--- src/rtl/scr1_memif_pkg.sv ---
// Shared SCR1 memory-interface types: command and response encodings.
package scr1_memif_pkg;

  typedef enum logic {
    SCR1_MEM_CMD_RD = 1'b0,
    SCR1_MEM_CMD_WR = 1'b1
  } type_scr1_mem_cmd_e;

  typedef enum logic [1:0] {
    SCR1_MEM_RESP_NOTRDY = 2'b00,
    SCR1_MEM_RESP_RDY_OK = 2'b01,
    SCR1_MEM_RESP_RDY_ER = 2'b10
  } type_scr1_mem_resp_e;

endpackage : scr1_memif_pkg

--- src/rtl/scr1_imem_arb_idfifo.sv ---
// In-order FIFO of 1-bit master IDs, one entry per accepted-but-unanswered request.
module scr1_imem_arb_idfifo #(
  parameter int unsigned N_OUTSTD = 2
) (
  input  logic clk,
  input  logic rst_n,
  input  logic push,
  input  logic push_id,
  input  logic pop,
  output logic head_id,
  output logic empty,
  output logic full
);

  localparam int unsigned PW = (N_OUTSTD > 1) ? $clog2(N_OUTSTD) : 1;
  localparam int unsigned CW = $clog2(N_OUTSTD + 1);
  localparam logic [PW-1:0] PTR_LAST = PW'(N_OUTSTD - 1);

  logic [N_OUTSTD-1:0] id_q, id_d;
  logic [PW-1:0]       wr_ptr_q, wr_ptr_d;
  logic [PW-1:0]       rd_ptr_q, rd_ptr_d;
  logic [CW-1:0]       cnt_q, cnt_d;
  logic                push_en;
  logic                pop_en;

  // Pointers wrap at the FIFO depth, which need not be a power of two.
  function automatic logic [PW-1:0] ptr_inc(input logic [PW-1:0] ptr);
    return (ptr == PTR_LAST) ? '0 : ptr + PW'(1);
  endfunction

  assign empty   = (cnt_q == '0);
  assign full    = (cnt_q == CW'(N_OUTSTD));
  assign head_id = id_q[rd_ptr_q];
  assign push_en = push & ~full;
  assign pop_en  = pop & ~empty;

  always_comb begin
    id_d     = id_q;
    wr_ptr_d = wr_ptr_q;
    rd_ptr_d = rd_ptr_q;
    cnt_d    = cnt_q;
    if (push_en) begin
      id_d[wr_ptr_q] = push_id;
      wr_ptr_d       = ptr_inc(wr_ptr_q);
    end
    if (pop_en) begin
      rd_ptr_d = ptr_inc(rd_ptr_q);
    end
    case ({push_en, pop_en})
      2'b10:   cnt_d = cnt_q + CW'(1);
      2'b01:   cnt_d = cnt_q - CW'(1);
      default: cnt_d = cnt_q;
    endcase
  end

  always_ff @(posedge clk) begin
    if (!rst_n) begin
      id_q     <= '0;
      wr_ptr_q <= '0;
      rd_ptr_q <= '0;
      cnt_q    <= '0;
    end else begin
      id_q     <= id_d;
      wr_ptr_q <= wr_ptr_d;
      rd_ptr_q <= rd_ptr_d;
      cnt_q    <= cnt_d;
    end
  end

endmodule : scr1_imem_arb_idfifo

--- src/rtl/scr1_imem_arb.sv ---
// Round-robin arbiter sharing one SCR1 imem port between the fetch unit (M0)
// and a debug/trace reader (M1); responses are steered back in issue order.
module scr1_imem_arb
  import scr1_memif_pkg::*;
#(
  parameter int unsigned N_OUTSTD = 2,
  parameter int unsigned AW       = 32,
  parameter int unsigned DW       = 32
) (
  input  logic          clk,
  input  logic          rst_n,
  input  logic          m0_req,
  input  logic [AW-1:0] m0_addr,
  output logic          m0_req_ack,
  output logic [DW-1:0] m0_rdata,
  output logic [1:0]    m0_resp,
  input  logic          m1_req,
  input  logic [AW-1:0] m1_addr,
  output logic          m1_req_ack,
  output logic [DW-1:0] m1_rdata,
  output logic [1:0]    m1_resp,
  output logic          s_req,
  output logic          s_cmd,
  output logic [AW-1:0] s_addr,
  input  logic          s_req_ack,
  input  logic [DW-1:0] s_rdata,
  input  logic [1:0]    s_resp,
  output logic          arb_err
);

  localparam logic SCR1_IMEM_ARB_M0 = 1'b0;
  localparam logic SCR1_IMEM_ARB_M1 = 1'b1;

  typedef enum logic {
    ARB_OPEN   = 1'b0,
    ARB_LOCKED = 1'b1
  } arb_state_e;

  arb_state_e    state_q, state_d;
  logic          lock_id_q, lock_id_d;
  logic          last_q, last_d;
  logic          arb_err_q, arb_err_d;

  logic          gnt_vld;
  logic          gnt_id;
  logic          gnt_req;
  logic [AW-1:0] gnt_addr;
  logic          accept;
  logic          resp_vld;
  logic          route;
  logic          fifo_head;
  logic          fifo_empty;
  logic          fifo_full;

  // Grant candidate: locked master first, then the single requester, then round-robin.
  always_comb begin
    gnt_vld = 1'b0;
    gnt_id  = SCR1_IMEM_ARB_M0;
    if (state_q == ARB_LOCKED) begin
      gnt_vld = 1'b1;
      gnt_id  = lock_id_q;
    end else if (m0_req & m1_req) begin
      gnt_vld = 1'b1;
      gnt_id  = ~last_q;
    end else if (m0_req) begin
      gnt_vld = 1'b1;
      gnt_id  = SCR1_IMEM_ARB_M0;
    end else if (m1_req) begin
      gnt_vld = 1'b1;
      gnt_id  = SCR1_IMEM_ARB_M1;
    end
    gnt_req  = gnt_vld & ((gnt_id == SCR1_IMEM_ARB_M1) ? m1_req : m0_req);
    gnt_addr = (gnt_id == SCR1_IMEM_ARB_M1) ? m1_addr : m0_addr;
  end

  // Request path toward imem; everything is held quiet while reset is asserted.
  always_comb begin
    s_req      = rst_n & gnt_req & ~fifo_full;
    s_cmd      = 1'(SCR1_MEM_CMD_RD);
    s_addr     = gnt_vld ? gnt_addr : '0;
    accept     = s_req & s_req_ack;
    m0_req_ack = accept & (gnt_id == SCR1_IMEM_ARB_M0);
    m1_req_ack = accept & (gnt_id == SCR1_IMEM_ARB_M1);
  end

  // Response path: the oldest outstanding ID owns the response; data fans out to both.
  always_comb begin
    resp_vld = rst_n & (s_resp != 2'(SCR1_MEM_RESP_NOTRDY));
    route    = resp_vld & ~fifo_empty;
    m0_rdata = s_rdata;
    m1_rdata = s_rdata;
    m0_resp  = 2'(SCR1_MEM_RESP_NOTRDY);
    m1_resp  = 2'(SCR1_MEM_RESP_NOTRDY);
    if (route && (fifo_head == SCR1_IMEM_ARB_M0)) begin
      m0_resp = s_resp;
    end
    if (route && (fifo_head == SCR1_IMEM_ARB_M1)) begin
      m1_resp = s_resp;
    end
  end

  // Lock holds the grant while a presented request waits for acceptance.
  always_comb begin
    state_d   = state_q;
    lock_id_d = lock_id_q;
    last_d    = last_q;
    arb_err_d = resp_vld & fifo_empty;
    unique case (state_q)
      ARB_OPEN: begin
        if (s_req & ~s_req_ack) begin
          state_d   = ARB_LOCKED;
          lock_id_d = gnt_id;
        end
      end
      ARB_LOCKED: begin
        if (accept) begin
          state_d = ARB_OPEN;
        end
      end
    endcase
    if (accept) begin
      last_d = gnt_id;
    end
  end

  always_ff @(posedge clk) begin
    if (!rst_n) begin
      state_q   <= ARB_OPEN;
      lock_id_q <= SCR1_IMEM_ARB_M0;
      last_q    <= SCR1_IMEM_ARB_M1;
      arb_err_q <= 1'b0;
    end else begin
      state_q   <= state_d;
      lock_id_q <= lock_id_d;
      last_q    <= last_d;
      arb_err_q <= arb_err_d;
    end
  end

  assign arb_err = arb_err_q;

  scr1_imem_arb_idfifo #(
    .N_OUTSTD (N_OUTSTD)
  ) u_idfifo (
    .clk     (clk),
    .rst_n   (rst_n),
    .push    (accept),
    .push_id (gnt_id),
    .pop     (resp_vld),
    .head_id (fifo_head),
    .empty   (fifo_empty),
    .full    (fifo_full)
  );

endmodule : scr1_imem_arb

--- config.mk ---
export PLATFORM = sky130hd
export DESIGN_NAME = scr1_imem_arb
export DESIGN_NICKNAME = d
export VERILOG_FILES = /design/src/rtl/scr1_memif_pkg.sv /design/src/rtl/scr1_imem_arb_idfifo.sv /design/src/rtl/scr1_imem_arb.sv
export SDC_FILE = /design/constraint.sdc
export NUM_CORES = 1
export LEC_CHECK = 0
export CELL_PAD_IN_SITES_DETAIL_PLACEMENT = 2
export CELL_PAD_IN_SITES_GLOBAL_PLACEMENT = 2
export CORE_ASPECT_RATIO = 1.2
export CORE_MARGIN = 4
export CORE_UTILIZATION = 28
export CTS_BUF_LIST = sky130_fd_sc_hd__clkbuf_8 sky130_fd_sc_hd__clkbuf_16
export DETAILED_ROUTE_END_ITERATION = 16
export DONT_BUFFER_PORTS = 1
export GPL_TIMING_DRIVEN = 0
export PLACE_DENSITY = 0.95
export SYNTH_ARGS = -nofsm -noshare
export SYNTH_HDL_FRONTEND = slang
export SYNTH_SLANG_ARGS = --single-unit
--- constraint.sdc ---
create_clock -name clk -period 5.6 [get_ports clk]
set_input_delay 0.56 -clock clk [delete_from_list [all_inputs] [get_ports clk]]
set_output_delay 0.56 -clock clk [all_outputs]
set_load 0.05 [all_outputs]
==> results by stage <==
Clock tree:
- Buffers inserted to repair hold after CTS numbered 0.
- In this run, post-CTS repair resized a total of 0 instances.
- Clock tree synthesis selected as its root buffer the cell clkbuf_8.
- The clock net sink count is 10.
- In this run the deepest clock path goes through 2 buffers.
- At the later pin of the worst-skew pair, clock insertion delay measures 230 ps.
- Once the clock tree was built, the setup fixing pass inserted 0 buffers.
- Buffers inserted during clock tree synthesis total 3.
- The clock transition at the register clock pins on the worst setup and hold paths after CTS is 50 ps.
- The total number of H-tree levels is 1.
- The TritonCTS clock tree is done.

Cells and area:
- The count of inserted antenna diode cells is 0.
- The filler cells instantiated in the layout total 670.
- The area growth from synthesis to final layout is 7.67%.
- The share of cells above drive strength 1 is 34.7%.
- In the final design database the tool counted 348 nets.

Synth:
- The top flip-flop cell by instance count after synthesis is dfxtp_1.
- Synthesis produced a netlist whose cell count is 239.
- The number of nets in the synthesized netlist is 343.
- The fraction of the yosys area taken by sequential cells is 12.9%.
- The count of distinct cell types in the synthesized netlist is 38.
- The proportion of synthesized flip-flops having asynchronous set or reset is 0%.
- buf_4 takes more of the synthesized area than any other cell.
- In the post-synthesis netlist, the biggest area contributors are buf_4, nand2_1, dfxtp_1, a21oi_1, buf_6.
- A synthesized cell averages 6.48 um2.
- The number of warnings issued by yosys is 0.
- The count of flip-flops with a built-in enable after synthesis is 0.
- In this run, synthesis produced a sequential element count of 10.
- The most common cell in the netlist is nand2_1.
- The fraction of synthesized cell area taken by the top area cell type is 32.0%.
- The post-synthesis cell area is 1550 um2.
- Ranked by instance count, the synthesized netlist is headed by nand2_1, buf_4, a21oi_1, nor2_1, dfxtp_1.

Timing:
- The worst clock skew on the final layout is 3.87 ps.
- The max-slew violation count was 0.
- Setup total negative slack on the finished layout was measured at 0 ps.
- On the final layout, the worst hold slack is 423 ps.
- The number of hold violations in the final report is 0.
- The normalized max-slew margin is 23.4%.
- The total setup violations reported at the end of the flow is 0.
- The worst-margin pin slew is 1150 ps.
- Setup repair after global routing left no endpoint under its margin.
- After layout, the worst path uses 52.6% of the clock period.
- The maximum frequency from static timing analysis is 340 MHz.
- The worst path in the final design needs a cycle of 2940 ps, including I/O delays and setup.

Power and ir drop:
- The sequential group share of total power is 18.2%.
- The internal portion of the total power is 0.200 mW.
- The static leakage is 0.808 nW.
- The power density of the placed cells is 304 nW/um2.
- The combinational power share is 67.3%.
- In this run, the clock network consumes 14.5% of the power.
- Across the VDD grid, the largest voltage drop is 0.127 mV.
- For this design the total switching power over the nets is 0.306 mW.
- The switching power as a share of total power is 60.5%.

Floorplan:
- In this run the standard cell core region covers 5330 um2.
- The number of ports placed on the die boundary is 208.
- In this run the vertical extent of the chip is 89.5 um.
- The width of the die is 75.9 um.
- In this run the core area contains 29 standard-cell rows.
- For this configuration, the core starts out at a cell density of 29.0%.
- The floorplan step defined a die boundary enclosing 6790 um2.

Route:
- The mean routed wirelength per cell is 19.4 um.
- Summed over all layers, the routed wires come to 5.90 mm.
- Detailed routing inserted a total of 1,579 vias.
- The number of vias per cell is 5.19.
- In this run, the number of DRC markers left after iteration 0 of detailed routing was 26.
- In this run the remaining antenna-violating nets after routing total 0.
- The first-pass detailed-route iteration total is 2.
- The remaining design rule violation count is 0.

Outcome:
- The run finished with clean final reports.

Critical path:
- The largest individual stage delay along the critical path comes from the cell a21oi_1.
- Traced cell by cell, the critical path runs through buf_4, nand2_1, a21boi_4, buf_2, nand2_1, a21oi_1.
- The largest fanout on the critical path is 10.
- The worst setup path is captured at an output port.
- The data required time of the worst path is 5040 ps.
- The buffering stage count on the worst path with inverters included is 2.
- STA classifies the critical path startpoint as a flop.
- The number of cells on the worst reg-to-reg path is 6.
- The endpoint arrival time on the critical path is 2380 ps.
- The cell family contributing the most delay on the critical path is compound AO/OA/AOI/OAI gates.
- The largest stage delay on the critical path is 870 ps.
- The critical path class is flop to output port.
- The library cell appearing most often on the critical path is nand2_1.
- The critical path crosses 6 cells after its start point.

Place:
- Port buffering added 0 buffers.
- Routability-driven placement finished with a final weighted congestion of 0.761.
- Once detailed placement completed, the half-perimeter wirelength came to 5.08 mm.

GRT:
- The initial antenna violation count came to 0.
- The via count of the first global-routing pass is 1,546.
- The global-route wire length before repair is 7.69 mm.
- Global routing used 14.9% of the available tracks.
- After global routing the overflow that remains totals 0.
- The pin count of the biggest net entering global routing is 11.

Job:
- Max-cap violations in this run came to 0.

Hold path:
- In this run the worst hold path is classified as primary input to flop.
- The number of cells on the worst hold path is 1.
-- state kept, by name (all words and copies together) (netlist names), named ones only --
register and flops:
u_idfifo.cnt_q 2, u_idfifo.id_q 2, arb_err 1, last_q 1
lock_id_q 1, u_idfifo.rd_ptr_q 1, u_idfifo.wr_ptr_q 1
-- per-stage QoR --
step                      area [um2]  util (%)  std cells  setup WS (ps)  power (mW)
after detailed placement        1630      30.5        301           2810       0.437
after CTS                       1670      31.3        304           2590       0.511
after floorplan                 1550         -        239           3110       0.406
after global placement          1630      30.5        301           2850       0.431
after global routing            1670      31.3        304           2520       0.533
final                           1670      31.3        304           2660       0.506
-- final cells by class --
| class | instances | area (um2) | area share [%] |
|---|---|---|---|
| multi-input combinational | 151 | 772 | 46.3 |
| buffer | 77 | 573 | 34.4 |
| sequential | 10 | 200 | 12.0 |
| tap | 62 | 77.6 | 4.65 |
| clock buffer | 3 | 41.3 | 2.48 |
| inverter | 1 | 3.75 | 0.225 |
-- layer usage --
metal / vias to the layer above / track usage [%] / share of wire (%)
met5: - / 0 / 0
met1: 740 / 14.8 / 29
li1: 723 / - / -
met2: 108 / 29.8 / 57
met3: 8 / 3.15 / 13
met4: 0 / 4.29 / 1.3
-- power groups by stage --
| stage | registers (mW) | logic, mW | clock network, mW |
|---|---|---|---|
| after global placement | 0.0928 | 0.338 | 0 |
| after floorplan | 0.0913 | 0.314 | 0 |
| after CTS | 0.0922 | 0.345 | 0.0736 |
| after detailed placement | 0.0932 | 0.343 | 0 |
| after global routing | 0.0935 | 0.359 | 0.0801 |
| final | 0.0920 | 0.341 | 0.0735 |
-- final timing paths --
kind                                 from  slack (ps)                end
worst min register to register     last_q         490             last_q
worst min-delay path            s_req_ack         420          lock_id_q
worst max register to register       flop        3580  u_idfifo.cnt_q[1]
worst max-delay path                 flop        2660         s_addr[30]
-- layout by cell type, fill, tap and decap left out, types with 2 or more instances in the layout --
cell type	n
a21oi_1	32
and2_1	2
buf_2	5
buf_4	66
buf_6	4
clkbuf_1	2
clkbuf_8	3
dfxtp_1	10
nand2_1	72
nand2b_1	2
nor2_1	11
nor3_1	2
o21ai_0	4
xnor2_1	2
-- cells by family after synthesis --
kind of cell	Yosys count	share of synthesized area, %
simple gates	94	25.0
xor+xnor	3	1.70
fa+ha+maj	1	0.808
other cells	1	0.242
compound gates	50	20.5
mux	2	1.62
buf+inv	78	37.2
flops	10	12.9
Note: power is estimated with default switching activity, not from simulation.
